$ cat src/rtl/click_decoder_pkg.sv
// click_decoder_pkg
//   Shared defaults and width helpers for the click decoder and its window
//   timer. State encodings stay local to click_decoder.
package click_decoder_pkg;

  localparam int DEF_WINDOW_CYCLES = 2_500_000;
  localparam int DEF_MAX_CLICKS    = 3;

  // Width of a counter that must hold 0..n-1; never narrower than one bit.
  function automatic int cnt_w(input int n);
    return (n <= 2) ? 1 : $clog2(n);
  endfunction

endpackage

$ cat src/rtl/click_window_timer.sv
// click_window_timer
//   Counts cycles inside an open click window and flags the last cycle of it.
//   The count saturates at WINDOW_CYCLES-1 and never wraps.
// Ports:
//   clk      in  clock, rising edge
//   reset    in  asynchronous, active-high reset
//   clear    in  restart the window (count <= 0); has priority over enable
//   enable   in  advance the count by one per cycle while not expired
//   expired  out count == WINDOW_CYCLES-1 (decoded from the count register)
module click_window_timer
  import click_decoder_pkg::*;
#(
  parameter int WINDOW_CYCLES = DEF_WINDOW_CYCLES
) (
  input  logic clk,
  input  logic reset,
  input  logic clear,
  input  logic enable,
  output logic expired
);

  localparam int              TW   = cnt_w(WINDOW_CYCLES);
  localparam logic [TW-1:0]   LAST = TW'(WINDOW_CYCLES - 1);

  logic [TW-1:0] r_count;

  always_ff @(posedge clk or posedge reset) begin
    if (reset) begin
      r_count <= '0;
    end else if (clear) begin
      r_count <= '0;
    end else if (enable && !expired) begin
      r_count <= r_count + 1'b1;
    end
  end

  assign expired = (r_count == LAST);

endmodule

$ cat src/rtl/click_decoder.sv
// click_decoder
//   Groups single-cycle button pulses that arrive within WINDOW_CYCLES of each
//   other into one multi-click event (1..MAX_CLICKS). Reaching MAX_CLICKS
//   emits at once; otherwise the sequence closes when the window runs out.
// Ports:
//   clk           in  clock, rising edge
//   reset         in  asynchronous, active-high reset (drops any open sequence)
//   pulse         in  single-cycle click strobe
//   event_valid   out one-cycle strobe: a sequence has completed
//   event_clicks  out click count of the completed sequence (hold after strobe)
//   busy          out a sequence is open
module click_decoder
  import click_decoder_pkg::*;
#(
  parameter int WINDOW_CYCLES = DEF_WINDOW_CYCLES,
  parameter int MAX_CLICKS    = DEF_MAX_CLICKS,
  localparam int CLICK_W      = $clog2(MAX_CLICKS + 1)
) (
  input  logic               clk,
  input  logic               reset,
  input  logic               pulse,
  output logic               event_valid,
  output logic [CLICK_W-1:0] event_clicks,
  output logic               busy
);

  typedef enum logic {
    IDLE  = 1'b0,
    COUNT = 1'b1
  } state_t;

  localparam logic [CLICK_W-1:0] ONE_CLICK  = CLICK_W'(1);
  localparam logic [CLICK_W-1:0] MAX_C      = CLICK_W'(MAX_CLICKS);
  localparam logic [CLICK_W-1:0] LAST_OPEN  = CLICK_W'(MAX_CLICKS - 1);

  state_t             r_state;
  logic [CLICK_W-1:0] r_clicks;
  logic               r_event_valid;
  logic [CLICK_W-1:0] r_event_clicks;

  logic w_expired;
  logic w_timer_clear;
  logic w_timer_en;

  // Any pulse restarts the window; a timeout emit also rewinds it so the next
  // sequence starts from zero. A pulse on the expiry edge wins (inclusive
  // window), which falls out of clear having priority in the timer.
  assign w_timer_clear = pulse | ((r_state == COUNT) & w_expired);
  assign w_timer_en    = (r_state == COUNT);

  click_window_timer #(
    .WINDOW_CYCLES(WINDOW_CYCLES)
  ) u_timer (
    .clk    (clk),
    .reset  (reset),
    .clear  (w_timer_clear),
    .enable (w_timer_en),
    .expired(w_expired)
  );

  always_ff @(posedge clk or posedge reset) begin
    if (reset) begin
      r_state        <= IDLE;
      r_clicks       <= '0;
      r_event_valid  <= 1'b0;
      r_event_clicks <= '0;
    end else begin
      r_event_valid <= 1'b0;
      case (r_state)
        IDLE: begin
          if (pulse) begin
            r_state  <= COUNT;
            r_clicks <= ONE_CLICK;
          end
        end
        COUNT: begin
          if (pulse) begin
            if (r_clicks == LAST_OPEN) begin
              r_event_valid  <= 1'b1;
              r_event_clicks <= MAX_C;
              r_state        <= IDLE;
              r_clicks       <= '0;
            end else begin
              r_clicks <= r_clicks + 1'b1;
            end
          end else if (w_expired) begin
            r_event_valid  <= 1'b1;
            r_event_clicks <= r_clicks;
            r_state        <= IDLE;
            r_clicks       <= '0;
          end
        end
        default: begin
          r_state  <= IDLE;
          r_clicks <= '0;
        end
      endcase
    end
  end

  assign event_valid  = r_event_valid;
  assign event_clicks = r_event_clicks;
  assign busy         = (r_state == COUNT);

endmodule

$ cat config.mk
export PLATFORM = sky130hd
export DESIGN_NAME = click_decoder
export DESIGN_NICKNAME = d
export VERILOG_FILES = /design/src/rtl/click_decoder_pkg.sv /design/src/rtl/click_window_timer.sv /design/src/rtl/click_decoder.sv
export SDC_FILE = /design/constraint.sdc
export NUM_CORES = 1
export LEC_CHECK = 0
export CORE_MARGIN = 5
export CORE_UTILIZATION = 50
export CTS_CLUSTER_SIZE = 28
export DETAILED_ROUTE_END_ITERATION = 12
export GPL_TIMING_DRIVEN = 0
export PLACE_DENSITY = 0.68
export SYNTH_ARGS = -nofsm -noshare
export SYNTH_HDL_FRONTEND = slang
export SYNTH_SLANG_ARGS = --single-unit
$ cat constraint.sdc
create_clock -name clk -period 6.04 [get_ports clk]
set_clock_uncertainty 0.1 [all_clocks]
set_input_delay 1.812 -clock clk [delete_from_list [all_inputs] [get_ports clk]]
set_output_delay 1.812 -clock clk [all_outputs]
set_load 0.01 [all_outputs]
=== After elaboration in Yosys (flattened, before gate mapping) ===
Index checks and enable logic that the tools add are counted.

* Bits of input ports: 3
* Word-level logic and storage cells: 40
* Flip-flop bits (word level): 28

* Multiplexer cells: 19
* Equality and inequality tests: 5
* Add/subtract/negate cells: 2
* Bitwise logic cells: 3
* Reduce and logical (&&, ||, !) cells: 6

{| class="wikitable"
|+ Operators by type and width
! operator !! count
|-
| 22-bit 2-to-1 mux || 2
|-
| 22-bit by 1-bit adder with 22-bit output (second input constant) || 1
|-
| 22-bit equality test (second input constant) || 1
|-
| 2-bit 2-to-1 mux || 7
|-
| 1-bit 2-to-1 mux || 8
|-
| 2-bit case mux with 2 select lines || 1
|-
| 2-bit nonzero test || 2
|-
| 3-bit by 2-bit inequality test with 1-bit output (second input constant) || 1
|-
| 3-bit AND reduction || 1
|-
| 2-bit by 1-bit adder with 2-bit output (second input constant) || 1
|-
| 2-bit equality test (second input constant) || 1
|-
| 2-bit by 1-bit inequality test with 1-bit output (second input constant) || 1
|-
| 2-bit inequality test (second input constant) || 1
|-
| 1-bit case mux with 2 select lines || 1
|-
| 2-bit AND reduction || 1
|-
| 1-bit AND || 1
|-
| 1-bit logical AND || 1
|-
| 1-bit zero test || 1
|-
| 1-bit NOT || 1
|-
| 1-bit OR || 1
|}

=== Longest topological paths before layout ===
* Depth after elaboration: 5
* Depth in mapped cells: 6
* Mapped depth without buffers: 5

=== By module ===
From an unflattened synthesis, not the netlist that was laid out.

* Cells, all modules: 161
* Area, all modules: 1506.4 µm²

{| class="wikitable"
|+ Modules (own cells, without submodules)
! module !! area an instance (µm²) !! sequential area each (µm²) !! cells each !! times used
|-
| click_window_timer || 1221.2 || 550.5 || 133 || 1
|-
| click_decoder || 285.3 || 150.1 || 28 || 1
|}

=== Least setup slack after synthesis ===
No wires, ideal clock.

* Path kind: in2reg
* From: input pulse
* To: register u_timer.r_count[20]
* Path buffers: 1
* Setup slack: 2.871 ns
* Stages on the path: 5
* Required time: 5.862 ns
* Setup time: 0.078 ns
* Arrival: 2.991 ns
* Cells stage by stage: o211ai_1 > or4_1 > clkbuf_1 > or3_1 > a21oi_1

* Longest elaborated chain between the ends: 2
* Elaborated cells on any way between the ends: 3
* Classes of those cells: mux (1); bitwise (1); reduce/logical (1)

{| class="wikitable"
|+ Ends and longest elaborated chain
! element !! RTL line !! RTL
|-
| start: declaration || click_decoder.sv:21 || <nowiki>input logic pulse,</nowiki>
|-
| 1-bit OR (*) || click_decoder.sv:48 || <nowiki>assign w_timer_clear = pulse | ((r_state == COUNT) & w_expired);</nowiki>
|-
| 22-bit 2-to-1 mux or 2-bit nonzero test (tied branches) || n/a ||
|-
| end signal: assignment || click_window_timer.sv:33 || <nowiki>r_count <= r_count + 1'b1;</nowiki>
|-
| end: declaration || click_window_timer.sv:25 || <nowiki>logic [TW-1:0] r_count;</nowiki>
|}

Every way passes the cells marked *; elsewhere a longest branch is shown, timed or not.
A chain may end at the register's enable or synchronous reset.

=== Worst setup path in the final report ===
* From: input pulse
* To: register u_timer.r_count[21]

The elaborated chain is that of the path after synthesis.

==> parameters.txt <==
Parameter                              Value

CTS
  Gates resized, CTS repair ... 0
  Quantity of hold-fixing buffers added after cts ... 0
  Number of clock sinks ... 28
  Reg clk slew, reported paths ... about 0.14 ns
  Clock root buffer ... sky130_fd_sc_hd__clkbuf_4
  Clock insertion delay at the later pin of the skew report ... 0.33 ns
  Bufs on Longest Clock Path ... 2
  Depth of the CTS H-tree ... 1
  CTS tree ... built
  Setup bufs post-CTS ... 0
  CTS buffer count ... 3

Detailed routing
  Per-cell via count in the routed design ... 6.12
  Number of remaining DRC errors ... 0
  Antenna Nets Post-Route ... 0
  Total via count in the routed design ... 1206
  Sum of routed wire length over all layers ... 2910 um
  Drt wl/cell ... between 10 and 15 um
  Initial detailed-routing violation count ... just over 100
  Detailed-routing iteration count for the pre-antenna-repair pass ... 4

Layout
  Total area of multi-input combinational cells ... about 730 um^2
  Most frequent cells in the layout ... sky130_fd_sc_hd__dfrtp_1, sky130_fd_sc_hd__o21ai_0, sky130_fd_sc_hd__a21oi_1
  Filler Cell Count ... about 260
  Post-layout net count ... 171
  Area overhead of the layout relative to synthesis ... 9.09%
  Non-Filler Cell Area, Final ... about 1600 um^2
  Share of layout cells above drive strength 1 ... 7.23%
  Most common library cell in the layout ignoring fill and taps ... sky130_fd_sc_hd__dfrtp_1
  Register area ... 701 um^2
  Final antenna diode count ... 0

Yosys
  Synth Cell Area ... 1490 um^2
  Mean Syn Cell Area ... 9.53 um^2
  Seq/Total Area, Yosys ... 47.1%
  Post-synthesis sequential element count ... 28
  Warning count from the yosys run ... 0
  Syn_nets ... 160
  Count of mapped cells out of synthesis ... 156
  Flip-flop cell with the highest count after synthesis ... sky130_fd_sc_hd__dfrtp_1
  Number of enable-type register cells in the synthesized netlist ... 0
  Number of distinct library cell variants in the gate-level netlist after synthesis ... 38
  Asr flop ratio synth ... 100%

Global routing
  Vias in the first global route ... 1202
  Initial antenna violation count ... 0
  Pin count of the biggest net entering global routing ... 29
  Overall routing resource usage ... 16.0%
  Global-route wire length before repair ... about 5300 um
  Total gr overflow ... 0

Worst setup path
  CP max stage cell ... sky130_fd_sc_hd__clkdlybuf4s50_1
  Cells traversed along the worst timing path ... clkdlybuf4s50_1, o211ai_1, or4_1, buf_2, or3_1, a21oi_1
  Total buffers and inverters traversed by the critical path ... 2
  Reg-to-Reg Start ... u_timer.r_count[15]$_DFFE_PP0P_
  Data arrival at the endpoint of the critical path ... 3.74 ns
  Worst-path fanout max ... 8
  Delay of the slowest cell on the worst path ... roughly 0.58 ns
  Critical path capture point type ... flip-flop
  Crit path required time ... between 6 and 7 ns
  Cell family contributing the most delay on the critical path ... simple AND/OR/NAND/NOR gates
  Setup Crit Path Kind ... in2reg
  Reg2reg setup slack ... 3.66 ns
  Total stage count of the critical path ... 6
  Endpoint of the worst register-to-register path ... u_timer.r_count[8]$_DFFE_PP0P_
  Worst setup path end ... u_timer.r_count[21]$_DFFE_PP0P_
  Sort of element at the start of the critical path ... primary input
  Crit. Startpoint ... pulse
  Reg2Reg Depth ... 5

Floorplan
  Die width ... about 65 um
  Initial cell density of the core ... between 50 and 60%
  Die area ... between 4000 and 5000 um^2
  Core region area ... 2810 um^2
  Chip Height ... between 60 and 70 um
  Top Ports ... 7
  Site row count ... 19

STA
  Number of endpoints with negative hold slack in the final report ... 0
  Rel. slew slack ... 29.0%
  Setup TNS ... 0 ns
  Transition at the pin with the smallest max-transition slack ... between 1 and 1.5 ns
  Setup repair after global routing missed its margin ... false
  Maximum operating frequency ... 279 MHz
  Final count of negative-setup-slack endpoints ... 0
  Count of pins over their slew limit ... 0
  Fin crit share ... ~59%
  Final period demand of the worst path ... approximately 3.6 ns

Power
  Worst IR Drop VDD ... approximately 0.13 mV
  Reported leakage power ... 0.000621 uW
  Total power per unit cell area ... 243 nW/um^2

Placement
  Gpl congestion ... 0.786
  Placed cell areas ... 1590 um^2
  Port buffer count ... 6
  Final HPWL DP ... between 2000 and 2500 um

Worst hold path
  Hold crit path type ... reg2reg

Flow run
  Total of max-cap violations ... 0

Outcome
  Result of the run ... finished, final reports clean
[routing by layer]
layer  vias up  wire length, um  global-route usage [%]  share of wire, %
met3         2               69                    2.76               2.4
met4         0               28                    5.80              0.96
li1        600                -                       -                 -
met2        19             1400                    26.9                48
met1       585             1420                    20.7                49
met5         -                0                       0                 0
[cell usage after synthesis (2+ instances only)]
master	number	area, um^2
sky130_fd_sc_hd__nand4_1	6	37.5
sky130_fd_sc_hd__mux2i_1	2	20.0
sky130_fd_sc_hd__nand2_1	10	37.5
sky130_fd_sc_hd__xnor2_1	6	52.6
sky130_fd_sc_hd__or3_1	9	56.3
sky130_fd_sc_hd__nor4bb_1	2	20.0
sky130_fd_sc_hd__xor2_1	4	35.0
sky130_fd_sc_hd__or4_1	2	15.0
sky130_fd_sc_hd__nor2_1	12	45.0
sky130_fd_sc_hd__dfrtp_1	28	701
sky130_fd_sc_hd__clkbuf_1	3	11.3
sky130_fd_sc_hd__a21oi_1	13	65.1
sky130_fd_sc_hd__inv_1	8	30.0
sky130_fd_sc_hd__o31ai_1	2	15.0
sky130_fd_sc_hd__nor3_1	4	20.0
sky130_fd_sc_hd__nor4_1	3	18.8
sky130_fd_sc_hd__nand3_1	6	30.0
sky130_fd_sc_hd__o21ai_0	14	70.1
sky130_fd_sc_hd__o211ai_1	3	22.5
[state kept, by name (all words and copies together) (netlist names)]
signal	count
event_clicks	2
busy	1
r_clicks	2
u_timer.r_count	22
event_valid	1
[worst min path at each step]
stage	startpoint	to	depth (start not counted)
after floorplan	u_timer.r_count[0]$_DFFE_PP0P_	u_timer.r_count[0]$_DFFE_PP0P_	1
after global placement	u_timer.r_count[0]$_DFFE_PP0P_	u_timer.r_count[0]$_DFFE_PP0P_	1
after detailed placement	u_timer.r_count[21]$_DFFE_PP0P_	u_timer.r_count[21]$_DFFE_PP0P_	2
after CTS	u_timer.r_count[0]$_DFFE_PP0P_	u_timer.r_count[0]$_DFFE_PP0P_	1
after global routing	u_timer.r_count[0]$_DFFE_PP0P_	u_timer.r_count[0]$_DFFE_PP0P_	1
final	u_timer.r_count[21]$_DFFE_PP0P_	u_timer.r_count[21]$_DFFE_PP0P_	2
[where the power goes]
group / leakage (uW) / switching (uW) / internal (uW)
clock network: 0.0000210 / 54.4 / 36.9
registers: 0.000370 / 21.3 / 204
logic: 0.000230 / 45.0 / 32.0
[worst min-delay path: stages (launching register included)]
cell and delay, ns:
sky130_fd_sc_hd__dfrtp_1 0.41, sky130_fd_sc_hd__o21ai_0 0.07, sky130_fd_sc_hd__a21oi_1 0.06
[logic make-up after synthesis]
family	synth area share, %
buf+inv	3.62
compound gates	15.6
simple gates	25.6
fa+ha+maj	0.842
flops	47.1
xor+xnor	5.89
mux	1.35
[final cells by class]
type | count | area share [%]
multi-input cells | 115 | 45.1
flip-flops and latches | 28 | 43.2
repair buffers | 6 | 3.70
well taps | 31 | 2.39
clock buffers | 4 | 2.24
inverters | 8 | 1.85
plain buffers | 5 | 1.47
[through the flow]
stage	total power, uW	std cells	setup WS [ns]	utilization, %	hold slack (ns)
floorplan	278	156	2.87	-	0.401
global placement	302	193	2.15	56.5	0.436
detailed placement	306	193	2.13	56.5	0.447
CTS	398	197	2.49	57.8	0.465
global route	423	197	2.40	57.8	0.484
finish	394	197	2.46	57.8	0.464
(Power assumes the default switching activity.)
